==> src/rtl/serial_frame_tx.sv <==
// serial_frame_tx: sends one framed word on a single serial line.
// A frame is a start bit (0), an 8-bit header {port_addr, data_len} sent
// MSB-first, then data_len payload bits from data_in[data_len-1] down to
// data_in[0]. The line idles at 1. All outputs depend only on state and
// captured registers, so start has no combinational path to any output.
module serial_frame_tx (
  input  logic        clk,
  input  logic        rst,
  input  logic        start,
  input  logic [1:0]  port_addr,
  input  logic [5:0]  data_len,
  input  logic [63:0] data_in,
  output logic        serout,
  output logic        serout_active,
  output logic        ready,
  output logic        done
);

  typedef enum logic [1:0] {IDLE, START, HDR, PAY} state_t;

  state_t      state, state_n;
  logic [5:0]  cnt, cnt_n;
  logic [1:0]  port_q;
  logic [5:0]  len_q;
  logic [63:0] data_q;
  logic        cap;
  logic [7:0]  hdr;

  assign hdr = {port_q, len_q};

  // State, bit counter and frame capture registers; reset aborts any frame.
  always_ff @(posedge clk) begin
    if (rst) begin
      state  <= IDLE;
      cnt    <= '0;
      port_q <= '0;
      len_q  <= '0;
      data_q <= '0;
    end else begin
      state <= state_n;
      cnt   <= cnt_n;
      if (cap) begin
        port_q <= port_addr;
        len_q  <= data_len;
        data_q <= data_in;
      end
    end
  end

  // Next state and bit selection. The counter counts down to 0 in HDR and
  // PAY; done is raised on whichever cycle carries the frame's last bit.
  always_comb begin
    state_n       = state;
    cnt_n         = cnt;
    cap           = 1'b0;
    serout        = 1'b1;
    serout_active = 1'b0;
    ready         = 1'b0;
    done          = 1'b0;
    case (state)
      IDLE: begin
        ready = 1'b1;
        if (start) begin
          cap     = 1'b1;
          state_n = START;
          cnt_n   = '0;
        end
      end
      START: begin
        serout        = 1'b0;
        serout_active = 1'b1;
        state_n       = HDR;
        cnt_n         = 6'd7;
      end
      HDR: begin
        serout        = hdr[cnt[2:0]];
        serout_active = 1'b1;
        if (cnt == 6'd0) begin
          if (len_q != 6'd0) begin
            state_n = PAY;
            cnt_n   = len_q - 6'd1;
          end else begin
            state_n = IDLE;
            done    = 1'b1;
          end
        end else begin
          cnt_n = cnt - 6'd1;
        end
      end
      PAY: begin
        serout        = data_q[cnt];
        serout_active = 1'b1;
        if (cnt == 6'd0) begin
          state_n = IDLE;
          done    = 1'b1;
        end else begin
          cnt_n = cnt - 6'd1;
        end
      end
      default: state_n = IDLE;
    endcase
  end

endmodule

==> config.mk <==
export PLATFORM = sky130hd
export DESIGN_NAME = serial_frame_tx
export DESIGN_NICKNAME = d
export VERILOG_FILES = /design/src/rtl/serial_frame_tx.sv
export SDC_FILE = /design/constraint.sdc
export NUM_CORES = 1
export LEC_CHECK = 0
export CAP_MARGIN = 25
export CORE_MARGIN = 2
export CORE_UTILIZATION = 51
export CTS_CLUSTER_DIAMETER = 200
export DETAILED_ROUTE_END_ITERATION = 7
export GPL_ROUTABILITY_DRIVEN = 0
export PLACE_DENSITY = 0.88
export SKIP_LAST_GASP = 1
export SLEW_MARGIN = 20
export SYNTH_ARGS = -nofsm -noshare
export SYNTH_HDL_FRONTEND = slang
export SYNTH_SLANG_ARGS = --single-unit
==> constraint.sdc <==
create_clock -name clk -period 2.95 [get_ports clk]
set_clock_uncertainty 0.1 [all_clocks]
set_input_delay 0.4425 -clock clk [delete_from_list [all_inputs] [get_ports clk]]
set_output_delay 0.4425 -clock clk [all_outputs]
set_load 0.05 [all_outputs]
# Word level (Yosys, flattened, before mapping)
# Cells that the tools add are included.
# totals
register_bits	80
inputBits	75
out_inout_bits	4
elab_cells	46
# op_classes
add_sub_neg	2
n_lt_le_gt_ge	2
eq_ne	8
mux	23
reduce_logical	6
# ops
cell	count
6-bit two-way mux	4
6-bit case mux with 4 select lines	1
6-bit by 1-bit subtractor with 6-bit output, second input constant	2
1-bit two-way mux	9
2-bit two-way mux	4
2-bit != test, second input constant	4
2-bit case mux with 4 select lines	1
6-bit by 7-bit less-than comparator with 1-bit output, second input constant	1
1-bit binary-select mux with 6-bit select	1
6-bit logical NOT	1
3-bit AND reduction	2
6-bit nonzero test	1
2-bit == test, second input constant	2
3-bit by 4-bit less-than comparator with 1-bit output, second input constant	1
1-bit binary-select mux with 3-bit select	1
3-bit != test, second input constant	1
1-bit case mux with 3 select lines	1
3-bit OR reduction	1
2-bit by 1-bit == test with 1-bit output, second input constant	1
2-bit logical NOT	1
1-bit case mux with 2 select lines	1

# Logic depth before layout (Yosys ltp)
# logic_depth
depth_word	4
depth_mapped	9
depth_no_buf	7

# Worst setup path before layout
# Ideal clock, no wire load.
# synth_path
path_kind	register to output
start	register cnt[0]
end	output port serout
arrival_time_ns	2.053
required_ns	2.408
setup_slack_ns	0.354
stages_incl_launch_ff	7
n_path_buf	2
cell_sequence	dfxtp_1 -> buf_6 -> clkbuf_1 -> mux4_2 -> a2111oi_0 -> nor4_1 -> a211o_1
# synth_via
elab_chain_cells	3
word_cells_on_any_way	5
classes_between	mux (5)
# synth_rtl
element	line	source
start, declared	22	logic [5:0] cnt, cnt_n;
start signal, assigned	41	cnt <= cnt_n;
1-bit binary-select mux with 6-bit select / 1-bit binary-select mux with 3-bit select (equally long branches)	91, 76	
1-bit two-way mux (on tied branches)	91, 76	
1-bit case mux with 3 select lines *	60	case (state)
end, declared	13	output logic serout,
# Every way passes the cells marked *; elsewhere a longest branch is shown, timed or not. The select of a mux whose other input is x is not followed.

# Worst setup path in the final report
# Same ends and word-level chain as after synthesis.

==> out/metrics.cfg <==
[run_status]
status = complete, no violations

[power]
internal-power_mw = 2.55
seqPwrFrac_pct = 37.3
p_switching_mw = 1.60
combPwrFrac_pct = 44.0
power_switching_share_pct = 38.5
power_leakage_nw = 1.76
vdd_ir_drop_max_uv = 723
clkPwrFrac_pct = 18.7
powerDensity_mw_per_mm2 = 865
p_total_mw = 4.14

[place]
placed_area_mm2 = 0.00454
portBuffers = 78
post-place-cells = 590
hpwl_mm = 6.40

[yosys]
syn_area_mm2 = 0.00367
synth_top_area_share_pct = 43.6
synth-main-ff-cell = dfxtp_1
yosysWarnings = 0
synth-edff-count = 0
synth.most_common_cell = nand2_1
synthTopCellsByCount = 152 x nand2_1, 84 x a21oi_1, 80 x dfxtp_1
seq_area_frac_synth_pct = 43.6
syn_inst = 439
synth.avg_cell_area_um2 = 8.37
async_reset_ff_share_pct = 0
ys_ff_latch = 80
yosysTopAreaCell = dfxtp_1
synth_area_leaders = dfxtp_1 44%, nand2_1 16%, a21oi_1 11%
yosys.cell_types.count = 45
synth_fp_nets = 516

[clock_tree]
clkSinkCount = 80
cts-root-buf = clkbuf_8
cts-buffers-inserted = 9
cts_tree = yes
cts_max_path_buffers = 2
postCtsHoldBufs = 0
clkLatencyLatePin_ns = 0.34
cts_htree_levels = 3
clkTransAtPathRegs_ns = 0.08

[cells_and_area]
fillCellCount = 503
final_nets = 586
drive_above_1_share_pct = 11.3
postLayoutCoreUtil_pct = 69.7
multi_input_area_mm2 = 0.00191
final_cells = 609
final_cell_area_mm2 = 0.00479
seq_area_mm2 = 0.00161
area_growth_syn_to_layout_pct = 30.3
n_antenna_cell = 0

[sta]
rsz0062_at_grt = yes
post-route-period-util_pct = 99.7
fmax_ghz = 0.340
relSlewSlack_pct = 58.6
finalHoldViolations = 0
tightest_slew_ns = 0.621
drv_slew = 0
setup_viol = 0
period_minus_slack_ns = 2.94
setup_tns_ns = 0

[drt]
drc = 0
routed_wl_mm = 9.01
drt_iter0_drc = 371
wire_per_inst_um = 14.8
vias = 3390
via_per_inst = 5.57
drt_first_pass_iters = 5
antenna_left = 0

[die]
core_area_mm2 = 0.00687
die_h_um = 88.9
num_rows = 30
ios = 79
die_w_um = 88.9
fp.dieArea_mm2 = 0.00790
start_util_pct = 53.5

[worst_setup_path]
startpoint = cnt[0]
startpoint_type = register
cp-end-kind = output pin
r2r_start = cnt[0]
critPathMaxFanout = 8
arrival_ns = 2.40
critical_path_class = register to output pin
required_ns = 2.41

[run]
maxCapViolations = 0

[global_routing]
grt_max_degree = 49
grt_pass1_wl_mm = 14.4
antenna_found_initial = 0
grt_pass1_vias = 3171
gr-total-overflow = 0
grt.total_usage_pct = 23.6

[hold_path]
holdCritStartpoint = data_q[7]
min_path_type = register to register

-- critical path: stages (launching register included) --
cell	delay, ns
dfxtp_4	0.42
mux4_1	0.57
mux4_2	0.45
nor2_1	0.10
nor4_1	0.07
a211o_1	0.28
buf_6	0.17
-- cell type report --
type	instances	share of cell area (%)
clock buffer	11	2.95
tap	96	2.51
timing repair buffer	93	19.6
multi-input combinational	318	39.8
clock inverter	4	0.941
inverter	7	0.549
sequential	80	33.6
-- registers in the layout, summed over array words and instances (netlist names) --
| signal | count |
|---|---|
| port_q | 2 |
| len_q | 6 |
| state | 2 |
| data_q | 64 |
| cnt | 6 |
-- power by group through the flow --
| stage | combinational [mW] | sequential, mW | clock (mW) |
|---|---|---|---|
| after floorplan | 1.33 | 1.42 | 0 |
| after global placement | 1.65 | 1.54 | 0 |
| after detailed placement | 1.71 | 1.55 | 0 |
| after CTS | 1.74 | 1.53 | 0.777 |
| after global routing | 1.98 | 1.57 | 0.827 |
| final | 1.82 | 1.54 | 0.776 |
-- timing repair --
action | 4_1_cts | 5_1_grt
resized for setup | 4 | 8
pin swaps | 0 | 1
endpoints found under the setup margin | 2 | 2
buffers inserted | 0 | 4
-- metrics by stage --
step	hold WS [ns]	worst slack, ns
after CTS	0.356	-0.0629
after floorplan	0.332	0.354
after global routing	0.373	-0.0399
after global placement	0.339	0.229
after detailed placement	0.346	0.137
final	0.356	0.00966
-- layer usage --
| metal | track usage, % | part of all wire, % | wire, um |
|---|---|---|---|
| met5 | 0 | 0 | 0 |
| met4 | 6.89 | 1.8 | 158 |
| met3 | 5.13 | 6.8 | 612 |
| met2 | 40.4 | 50 | 4520 |
| met1 | 29.9 | 41 | 3730 |
-- path summary, 6_finish.rpt --
kind | slack, ns | to | depth (start not counted)
worst min register to register | 0.36 | data_q[7] | 2
worst min-delay path | 0.36 | data_q[7] | 2
worst max register to register | 0.42 | cnt[2] | 8
worst max-delay path | 0.01 | serout | 6
-- cells by family after synthesis --
group,Yosys count,share of synthesized area (%)
flip-flops,80,43.6
AND/OR/NAND/NOR,180,19.9
buffers and inverters,41,4.90
AO/OA/AOI/OAI,108,16.2
multiplexers,25,14.0
XOR/XNOR,3,0.715
adder cells (fa/ha/maj),2,0.681
-- placed cells by master, fill, tap and decap left out, types with 2 or more instances in the layout --
master and n:
a21oi_1 84, a221oi_1 2, buf_12 4, buf_4 11
buf_6 2, clkbuf_8 10, clkdlybuf4s50_1 75, clkinv_2 3
dfxtp_1 77, dfxtp_2 2, ha_1 2, inv_1 7
mux2_2 3, mux2i_1 2, mux4_1 6, mux4_2 13
nand2_1 151, nand3_1 4, nor2_1 7, nor3_1 3
nor4_1 2, o2111ai_1 2, o21ai_0 8, o22ai_1 2
xnor2_1 2
No activity file was read; power rests on OpenSTA's default activity.
